[src/rtl/flight_pkg.sv]
`default_nettype none
// ============================================================================
// flight_pkg : shared constants, FSM state type and button indices
// Rev 1.0
// ============================================================================
package flight_pkg;

  localparam int INPUT_WIDTH  = 8;
  localparam int THROTTLE_MAX = 100;

  localparam int PITCH_UP   = 0;
  localparam int PITCH_DOWN = 1;
  localparam int ROLL_LEFT  = 2;
  localparam int ROLL_RIGHT = 3;

  typedef enum logic [1:0] {
    IDLE  = 2'd0,
    LATCH = 2'd1,
    READY = 2'd2
  } state_e;

endpackage
`default_nettype wire

[src/rtl/flight_input_responder_debouncer.sv]
`default_nettype none
// ============================================================================
// debouncer : 2-flop synchronizer plus stable-count debouncer with rise pulse
// Rev 1.0
// ============================================================================
module debouncer #(
  parameter int DEBOUNCE_CYCLES = 500000
) (
  input  logic clk,
  input  logic reset,
  input  logic raw_i,
  output logic level_o,
  output logic rise_o
);

  localparam int CW = (DEBOUNCE_CYCLES > 1) ? $clog2(DEBOUNCE_CYCLES) : 1;
  localparam logic [CW-1:0] CNT_LAST = CW'(DEBOUNCE_CYCLES - 1);

  logic [1:0]    sync_q;
  logic [CW-1:0] cnt_q, cnt_d;
  logic          level_q, level_d;
  logic          rise_q, rise_d;

  always_ff @(posedge clk or posedge reset) begin
    if (reset) begin
      sync_q  <= 2'b00;
      cnt_q   <= '0;
      level_q <= 1'b0;
      rise_q  <= 1'b0;
    end else begin
      sync_q  <= {sync_q[0], raw_i};
      cnt_q   <= cnt_d;
      level_q <= level_d;
      rise_q  <= rise_d;
    end
  end

  // Any cycle where the synchronized input agrees with the level restarts the count.
  always_comb begin
    cnt_d   = '0;
    level_d = level_q;
    rise_d  = 1'b0;
    if (sync_q[1] != level_q) begin
      if (cnt_q == CNT_LAST) begin
        level_d = sync_q[1];
        rise_d  = sync_q[1];
      end else begin
        cnt_d = cnt_q + 1'b1;
      end
    end
  end

  assign level_o = level_q;
  assign rise_o  = rise_q;

endmodule
`default_nettype wire

[src/rtl/flight_input_responder.sv]
`default_nettype none
// ============================================================================
// flight_input_responder : pilot input conditioning and request/ready responder
// Rev 1.0 -- optional auto-repeat via FLIGHT_INPUT_THROTTLE_REPEAT_EN
// ============================================================================
module flight_input_responder #(
  parameter int INPUT_WIDTH     = flight_pkg::INPUT_WIDTH,
  parameter int DEBOUNCE_CYCLES = 500000,
  parameter int RATE_STEP       = 10,
  parameter int THROTTLE_STEP   = 5,
  parameter int THROTTLE_INIT   = 50,
  parameter int REPEAT_CYCLES   = 12500000
) (
  input  logic                          clk,
  input  logic                          reset,
  input  logic                          request_input,
  output logic                          input_ready,
  input  logic [3:0]                    btn_raw,
  input  logic                          thr_up_raw,
  input  logic                          thr_down_raw,
  output logic signed [INPUT_WIDTH-1:0] pitch_change,
  output logic signed [INPUT_WIDTH-1:0] roll_change,
  output logic [INPUT_WIDTH:0]          throttle
);

  import flight_pkg::*;

  localparam int TW     = INPUT_WIDTH + 1;
  localparam int THR_UP = 4;
  localparam int THR_DN = 5;

  localparam logic [TW:0]   STEP_X   = (TW+1)'(THROTTLE_STEP);
  localparam logic [TW:0]   MAX_X    = (TW+1)'(THROTTLE_MAX);
  localparam logic [TW-1:0] THR_INIT = TW'(THROTTLE_INIT);
  localparam logic signed [INPUT_WIDTH-1:0] RATE_POS = INPUT_WIDTH'(RATE_STEP);
  localparam logic signed [INPUT_WIDTH-1:0] RATE_NEG = -RATE_POS;

  logic [5:0] raw_w;
  logic [5:0] lvl_w;
  logic [5:0] rise_w;

  assign raw_w = {thr_down_raw, thr_up_raw, btn_raw};

  for (genvar gi = 0; gi < 6; gi++) begin : g_deb
    debouncer #(
      .DEBOUNCE_CYCLES(DEBOUNCE_CYCLES)
    ) u_deb (
      .clk    (clk),
      .reset  (reset),
      .raw_i  (raw_w[gi]),
      .level_o(lvl_w[gi]),
      .rise_o (rise_w[gi])
    );
  end

  logic up_ev, dn_ev;

`ifdef FLIGHT_INPUT_THROTTLE_REPEAT_EN
  localparam int REP_W = (REPEAT_CYCLES > 1) ? $clog2(REPEAT_CYCLES) : 1;
  localparam logic [REP_W-1:0] REP_LAST = REP_W'(REPEAT_CYCLES - 1);

  logic [REP_W-1:0] rep_up_q, rep_up_d, rep_dn_q, rep_dn_d;
  logic             rep_up, rep_dn, both_held;
  logic             unused_bits;

  assign both_held   = lvl_w[THR_UP] & lvl_w[THR_DN];
  assign unused_bits = ^rise_w[3:0];

  always_ff @(posedge clk or posedge reset) begin
    if (reset) begin
      rep_up_q <= '0;
      rep_dn_q <= '0;
    end else begin
      rep_up_q <= rep_up_d;
      rep_dn_q <= rep_dn_d;
    end
  end

  // Counters start from zero on the press edge and wrap on each repeat step.
  always_comb begin
    rep_up_d = '0;
    rep_dn_d = '0;
    rep_up   = 1'b0;
    rep_dn   = 1'b0;
    if (lvl_w[THR_UP] && !both_held) begin
      if (rep_up_q == REP_LAST) rep_up = 1'b1;
      else                      rep_up_d = rep_up_q + 1'b1;
    end
    if (lvl_w[THR_DN] && !both_held) begin
      if (rep_dn_q == REP_LAST) rep_dn = 1'b1;
      else                      rep_dn_d = rep_dn_q + 1'b1;
    end
  end

  assign up_ev = rise_w[THR_UP] | rep_up;
  assign dn_ev = rise_w[THR_DN] | rep_dn;
`else
  logic        unused_bits;
  logic [31:0] unused_repeat;

  assign unused_bits   = ^{rise_w[3:0], lvl_w[THR_DN:THR_UP]};
  assign unused_repeat = REPEAT_CYCLES;
  assign up_ev         = rise_w[THR_UP];
  assign dn_ev         = rise_w[THR_DN];
`endif

  logic [TW-1:0] thr_q, thr_d;
  logic [TW:0]   thr_x;

  always_ff @(posedge clk or posedge reset) begin
    if (reset) thr_q <= THR_INIT;
    else       thr_q <= thr_d;
  end

  // One extra bit catches both overflow past the maximum and borrow below zero.
  always_comb begin
    thr_x = {1'b0, thr_q};
    thr_d = thr_q;
    if (up_ev && !dn_ev) begin
      thr_x = {1'b0, thr_q} + STEP_X;
      thr_d = (thr_x > MAX_X) ? MAX_X[TW-1:0] : thr_x[TW-1:0];
    end else if (dn_ev && !up_ev) begin
      thr_x = {1'b0, thr_q} - STEP_X;
      thr_d = thr_x[TW] ? '0 : thr_x[TW-1:0];
    end
  end

  logic signed [INPUT_WIDTH-1:0] pitch_w, roll_w;

  always_comb begin
    pitch_w = '0;
    roll_w  = '0;
    if (lvl_w[PITCH_UP] && !lvl_w[PITCH_DOWN])      pitch_w = RATE_POS;
    else if (lvl_w[PITCH_DOWN] && !lvl_w[PITCH_UP]) pitch_w = RATE_NEG;
    if (lvl_w[ROLL_RIGHT] && !lvl_w[ROLL_LEFT])     roll_w  = RATE_POS;
    else if (lvl_w[ROLL_LEFT] && !lvl_w[ROLL_RIGHT]) roll_w = RATE_NEG;
  end

  state_e state_q, state_d;
  logic   latch_en;

  always_ff @(posedge clk or posedge reset) begin
    if (reset) state_q <= IDLE;
    else       state_q <= state_d;
  end

  always_comb begin
    state_d = state_q;
    case (state_q)
      IDLE:    if (request_input) state_d = LATCH;
      LATCH:   state_d = READY;
      READY:   if (!request_input) state_d = IDLE;
      default: state_d = IDLE;
    endcase
  end

  always_comb begin
    input_ready = 1'b0;
    latch_en    = 1'b0;
    case (state_q)
      LATCH:   latch_en = 1'b1;
      READY:   input_ready = 1'b1;
      default: ;
    endcase
  end

  logic signed [INPUT_WIDTH-1:0] pitch_q, roll_q;
  logic [TW-1:0]                 thr_out_q;

  always_ff @(posedge clk or posedge reset) begin
    if (reset) begin
      pitch_q   <= '0;
      roll_q    <= '0;
      thr_out_q <= THR_INIT;
    end else if (latch_en) begin
      pitch_q   <= pitch_w;
      roll_q    <= roll_w;
      thr_out_q <= thr_q;
    end
  end

  assign pitch_change = pitch_q;
  assign roll_change  = roll_q;
  assign throttle     = thr_out_q;

endmodule
`default_nettype wire
[config.mk]
export PLATFORM = sky130hd
export DESIGN_NAME = flight_input_responder
export DESIGN_NICKNAME = d
export VERILOG_FILES = /design/src/rtl/flight_pkg.sv /design/src/rtl/flight_input_responder_debouncer.sv /design/src/rtl/flight_input_responder.sv
export SDC_FILE = /design/constraint.sdc
export NUM_CORES = 1
export LEC_CHECK = 0
export CAP_MARGIN = 20
export CORE_ASPECT_RATIO = 1.75
export CORE_MARGIN = 5
export CORE_UTILIZATION = 55
export DETAILED_ROUTE_END_ITERATION = 6
export PLACE_DENSITY = 0.76
export SLEW_MARGIN = 20
export SYNTH_ARGS = -nofsm -noshare
export SYNTH_HDL_FRONTEND = slang
export SYNTH_SLANG_ARGS = --single-unit
[constraint.sdc]
create_clock -name clk -period 5.8 [get_ports clk]
set_input_delay 1.16 -clock clk [delete_from_list [all_inputs] [get_ports clk]]
set_output_delay 1.16 -clock clk [all_outputs]
set_load 0.005 [all_outputs]
==> results of run 1 <==
Yosys cell counts (2+ instances only):
master    instances  area (um2)
a21oi_1          11        55.1
a31oi_1           2        12.5
and2_1            8        50.1
and3_1            9        56.3
and3_2            2        15.0
and4_1           19         166
and4_4            3        33.8
buf_2            15        75.1
buf_4            11        82.6
clkbuf_1          8        30.0
dfrtp_1         154        3850
dfstp_2           6         158
ha_1             13         163
inv_1            20        75.1
mux2_2           14         158
nand2_1          73         274
nand2b_1         10        62.6
nand3_1          41         205
nand4_1          16         100
nor2_1          134         503
nor2b_1           4        25.0
nor3_1           16        80.1
nor3_2            4        40.0
nor3b_1           3        22.5
nor4_1           10        62.6
nor4b_1           6        52.6
o21ai_0          21         105
o31ai_1           2        15.0
or2_2             3        18.8
or3_1             6        37.5
xnor2_1          47         412
xor2_1           60         526
metrics by stage:
stage | setup slack (ns) | hold WS [ns] | power (mW) | cells | util, %
after floorplan | 0.330 | 0.331 | 1.25 | 774 | -
after global placement | 2.79 | 0.333 | 1.27 | 950 | 58.6
after detailed placement | 2.72 | 0.335 | 1.28 | 950 | 58.6
after CTS | 3.15 | 0.349 | 2.35 | 980 | 62.7
after global routing | 3.08 | 0.359 | 2.41 | 980 | 62.7
final | 3.17 | 0.348 | 2.33 | 980 | 62.7
flip-flops by register name, indices dropped and copies added (netlist names):
signal	flops
g_deb.u_deb.cnt_q	114
g_deb.u_deb.level_o	6
g_deb.u_deb.rise_o	2
g_deb.u_deb.sync_q	12
pitch_change	3
roll_change	3
state_q	2
thr_q	9
throttle	9
layout make-up:
cell class,count,area (um2),area share [%]
tap,177,221,2.55
timing repair buffer,33,328,3.78
clock inverter,10,115,1.33
multi-input combinational,560,3470,40.0
clock buffer,20,447,5.15
inverter,20,82.6,0.952
sequential,160,4010,46.2
metal layers:
layer  vias up  part of all wire, %  GRT usage (%)
met1      2685                   40           20.8
met2        87                   55           33.7
met3        22                  2.5           3.64
li1       2631                    -              -
met5         -                    0              0
met4         0                  1.8           7.49
power breakdown:
group          total, mW  switching [mW]  internal [mW]
clock               1.07           0.432          0.639
combinational      0.103          0.0675         0.0354
sequential          1.15          0.0168           1.14
kinds of logic after synthesis:
logic type / count (synthesis) / share of synthesized area (%)
compound gates: 50 / 3.93
xor+xnor: 107 / 12.1
fa+ha+maj: 13 / 2.10
buf+inv: 54 / 3.39
flops: 160 / 51.8
mux: 15 / 2.21
other cells: 1 / 0.0485
simple gates: 373 / 24.4
worst paths after layout:
kind / slack [ns] / endpoint
setup / recovery: 3.17 / input_ready
hold / removal: 0.35 / g_deb[5].u_deb.sync_q[1]
setup reg to reg: 3.81 / g_deb[3].u_deb.cnt_q[4]
hold reg to reg: 0.35 / g_deb[5].u_deb.sync_q[1]
max in group asynchronous: 3.42 / g_deb[0].u_deb.cnt_q[2]
min in group asynchronous: 1.29 / g_deb[5].u_deb.cnt_q[15]
==> results.md, run 1 <==
* Post-synth design cell area at 0.00774 mm2
* Synthesis-to-finish area growth at 12.1%
* Crit path time final at 2.63 ns
* CP required at 4.64 ns
* Hold path depth at 0
* Ant diodes at 0
* Mapped Cells at 773
* RD Place Congestion at 0.933
* Highest-delay cell along the critical path: clkdlybuf4s50_1
* IO buf count at 32
* Initial core utilization at 55.9%
* Placed instance area at 0.00811 mm2
* Post-CTS Hold Fix Bufs at 0
* Max clock buf depth at 2
* Layout Nets at 814
* Most used DFF post-synth: dfrtp_1
* Vias in the first global route at 5720
* Post-synth EDFFs at 0
* Critical path peak fanout at 3
* Die width at 99.7 um
* Hold Fails Final Rpt at 0
* First-pass GRT wire length at 25500 um
* Worst Setup End Kind: output port
* Vias/cell at 5.54
* Most frequent cells in the layout: dfrtp_1 (154), nor2_1 (134), nand2_1 (73), xor2_1 (60), xnor2_1 (47)
* DIE AREA at 0.0166 mm2
* DRC violation total after the first TritonRoute iteration at 271
* Clock sink count at 160
* CP Cell Sequence: nor2b_1 > clkdlybuf4s50_1
* Die Y at 167 um
* Synth warnings at 0
* Crit path kind: reg -> out
* Reg-to-Reg Start: g_deb[3].u_deb.cnt_q[0]
* Status: finished clean
* CP Launch Type: register
* Design area at 0.00867 mm2
* WP data arrival at 1.47 ns
* # rows at 57
* Cts bufs inserted at 17
* Yosys reg bits at 160
* Worst Setup SP: state_q[0]
* Reg clk slew, reported paths at 0.06 ns
* I/O pins at 35
* CP top delay family: buffers and inverters
* Post-CTS Resized at 0
* Worst rel slew slack at 37.7%
* Total GRT Usage at 18.6%
* Via count at 5425
* Hold Path Origin: g_deb[5].u_deb.sync_q[0]
* Clock skew at 0.0107 ns
* Root buffer cell: clkbuf_16
* Post-DP HPWL at 9880 um
* Tightest Pin Transition at 0.934 ns
* Latest clock arrival within the worst-skew pair at 0.42 ns
* Class of the worst hold path: reg -> reg
* Finish-stage setup viols at 0
* Synth cell types at 54
* RSZ-0062 raised after global routing: false
* Fill cell count at 1127
* Pleak at 3.71 nW
* Most common cell after layout, fill and taps aside: dfrtp_1
* R2R depth at 5
* Syn avg cell area at 10.0 um2
* Remaining antenna violation count at 0
* Initial antenna violation count at 0
* DR DRC count at 0
* Seq/Total Area, Yosys at 51.8%
* Pwr/cell area at 268 mW/mm2
* Slew Viols, Final at 0
* CTS tree: built
* H-tree lvl count at 4
* Largest net degree at the start of global routing at 113
* IR drop worst, VDD at 0.174 mV
* Congestion Overflow GR at 0
* Crit-path max cell delay at 0.52 ns
* Max_cap viols at 0
* WP buf/inv at 1
* Fraction of registers with async set/reset at 100%
* CP Depth at 2
* Wirelength, routed at 14600 um
* Fin crit share at 45.4%
* Core area at 0.0138 mm2
* Setup bufs post-CTS at 0
* DR WL/cell at 14.9 um
* Ratio of cells with drive above 1 in the final layout at 8.59%
* Final setup TNS at 0 ns
* Fmax at 0.380 GHz
* 1st-pass router iterations at 4
(Power assumes the default switching activity.)
==> run 2, diff against run 1 <==
==> constraint.sdc (replaced) <==
create_clock -name clk -period 2.2 [get_ports clk]
set_input_delay 0.44 -clock clk [delete_from_list [all_inputs] [get_ports clk]]
set_output_delay 0.44 -clock clk [all_outputs]
set_load 0.005 [all_outputs]
==> run 2 against run 1 <==
Compared with the run above: cell count increased by 1.1%; clock skew is essentially flat; non-clock buffer count grew 9; sequential share of layout area decreased by 0.46 points; design area grew 1.0%; critical endpoint is now thr_q[4]; critical path depth grew 4.
==> results.md, run 2 (synthesis results as in run 1) <==
* Status: finished clean
* Latest clock arrival within the worst-skew pair at 0.42 ns
* RSZ-0062 raised after global routing: false
* Post-Layout Cell Count at 991
* Tightest Pin Transition at 0.815 ns
* Initial core utilization at 55.9%
* Crit path kind: reg -> reg
* NetSw at 1.46 mW
* Ratio of cells with drive above 1 in the final layout at 9.95%
* Setup bufs post-CTS at 0
* Max clock buf depth at 2
* WP buf/inv at 0
* Switching part of the total at 24.2%
* Cts bufs inserted at 17
* Congestion Overflow GR at 0
* Initial antenna violation count at 0
* Fin crit share at 90.4%
* Remaining antenna violation count at 0
* DR DRC count at 0
* I/O pins at 35
* First-pass GRT wire length at 25800 um
* Worst rel slew slack at 45.6%
* CTS tree: built
* Placed cell count at 959
* Fmax at 0.503 GHz
* Hold Fails Final Rpt at 0
* R2R depth at 6
* Pleak at 3.75 nW
* Class of the worst hold path: reg -> reg
* CP Cell Sequence: ha_1 > o2111ai_1 > xor2_1 > a31oi_1 > nand2b_1 > o311ai_1
* Reg-to-Reg Start: thr_q[1]
* Max_cap viols at 0
* Hold path depth at 0
* Worst Setup End Kind: register
* Critical path peak fanout at 7
* # rows at 57
* CP Launch Type: register
* Finish-stage setup viols at 0
* WP data arrival at 2.30 ns
* Via count at 5439
* Vias in the first global route at 5724
* Fin util at 63.3%
* CP required at 2.51 ns
* Vias/cell at 5.49
* Core area at 0.0138 mm2
* DIE AREA at 0.0166 mm2
* Reg-to-reg endpoint: thr_q[4]
* Post-DP HPWL at 10200 um
* Crit path time final at 1.99 ns
* Total GRT Usage at 18.8%
* Hold Path Origin: g_deb[4].u_deb.sync_q[0]
* Post-CTS Resized at 0
* Largest net degree at the start of global routing at 43
* Pwr/cell area at 689 mW/mm2
* Flop-to-flop setup slack at 0.21 ns
* DRC violation total after the first TritonRoute iteration at 199
* Fill cell count at 1147
* Ant diodes at 0
* Top Registers: g_deb.u_deb.cnt_q (114), g_deb.u_deb.sync_q (12)
* Largest register FFs at 114
* Die Y at 167 um
* Clock sink count at 160
* RD Place Congestion at 0.879
* Pint at 4.58 mW
* Synthesis-to-finish area growth at 13.2%
* DR WL/cell at 14.6 um
* CP Depth at 6
* Most frequent cells in the layout: dfrtp_1 (154), nor2_1 (134), nand2_1 (73), xor2_1 (60), xnor2_1 (47)
* CP top delay family: flip-flops
* Reg clk slew, reported paths at 0.06 ns
* Post-route total power at 6.04 mW
* Highest-delay cell along the critical path: dfstp_2
* Crit-path max cell delay at 0.57 ns
* Biggest register: g_deb.u_deb.cnt_q
* Clk pwr share at 45.0%
* Die width at 99.7 um
* Hold EP: g_deb[4].u_deb.sync_q[1]
* Comb pwr share at 4.7%
* H-tree lvl count at 4
* 1st-pass router iterations at 4
* Wirelength, routed at 14400 um
* Post-CTS Hold Fix Bufs at 0
* Clock skew at 0.0106 ns
* Layout Nets at 823
* IO buf count at 32
* Root buffer cell: clkbuf_16
* Flop pwr share at 50.3%
* Slew Viols, Final at 0
* Most common cell after layout, fill and taps aside: dfrtp_1
* IR drop worst, VDD at 0.488 mV
run 2: how the worst max path moves through the flow:
stage          startpoint                 endpoint  slack [ns]
2_1_floorplan       reset  g_deb[0].u_deb.cnt_q[0]       -0.26
3_3_place_gp     thr_q[1]                 thr_q[4]        0.35
4_1_cts          thr_q[1]                 thr_q[4]        0.21
5_1_grt          thr_q[1]                 thr_q[4]        0.02
6_report         thr_q[1]                 thr_q[4]        0.21
3_5_place_dp     thr_q[1]                 thr_q[4]        0.24
run 2: metal layers:
| layer | vias to the layer above | wire [um] | GRT usage (%) |
|---|---|---|---|
| met1 | 2670 | 5810 | 21.6 |
| met4 | 0 | 308 | 8.09 |
| met5 | - | 0 | 0 |
| met3 | 23 | 443 | 3.73 |
| li1 | 2657 | - | - |
| met2 | 89 | 7870 | 33.5 |
run 2: cell type report:
type                       instances  area (um2)  area share [%]
timing repair buffer              42         433            4.94
tap                              177         221            2.53
inverter                          20        78.8           0.900
clock inverter                    14         118            1.34
clock buffer                      18         429            4.90
sequential                       160        4010            45.8
multi-input combinational        560        3470            39.6
run 2: power groups by stage:
stage | combinational, mW | clock, mW | sequential, mW
6_report | 0.282 | 2.72 | 3.04
5_1_grt | 0.324 | 2.93 | 3.05
4_1_cts | 0.292 | 2.78 | 3.04
3_5_place_dp | 0.289 | 0 | 3.10
3_3_place_gp | 0.280 | 0 | 3.09
2_1_floorplan | 0.203 | 0 | 3.08
run 2: stage by stage:
| stage | hold WS, ns | instance area (um2) | worst slack [ns] | setup TNS [ns] |
|---|---|---|---|---|
| final | 0.348 | 8760 | 0.212 | 0 |
| after global routing | 0.356 | 8760 | 0.0162 | 0 |
| after CTS | 0.349 | 8760 | 0.209 | 0 |
| after detailed placement | 0.335 | 8210 | 0.242 | 0 |
| after global placement | 0.332 | 8210 | 0.354 | 0 |
| after floorplan | 0.331 | 7750 | -0.264 | -40.65 |
run 2: worst register-to-register path, cell delays in order (launching register included):
cell,delay (ns)
dfstp_2,0.57
ha_1,0.29
o2111ai_1,0.15
xor2_1,0.24
a31oi_1,0.09
nand2b_1,0.23
o311ai_1,0.32
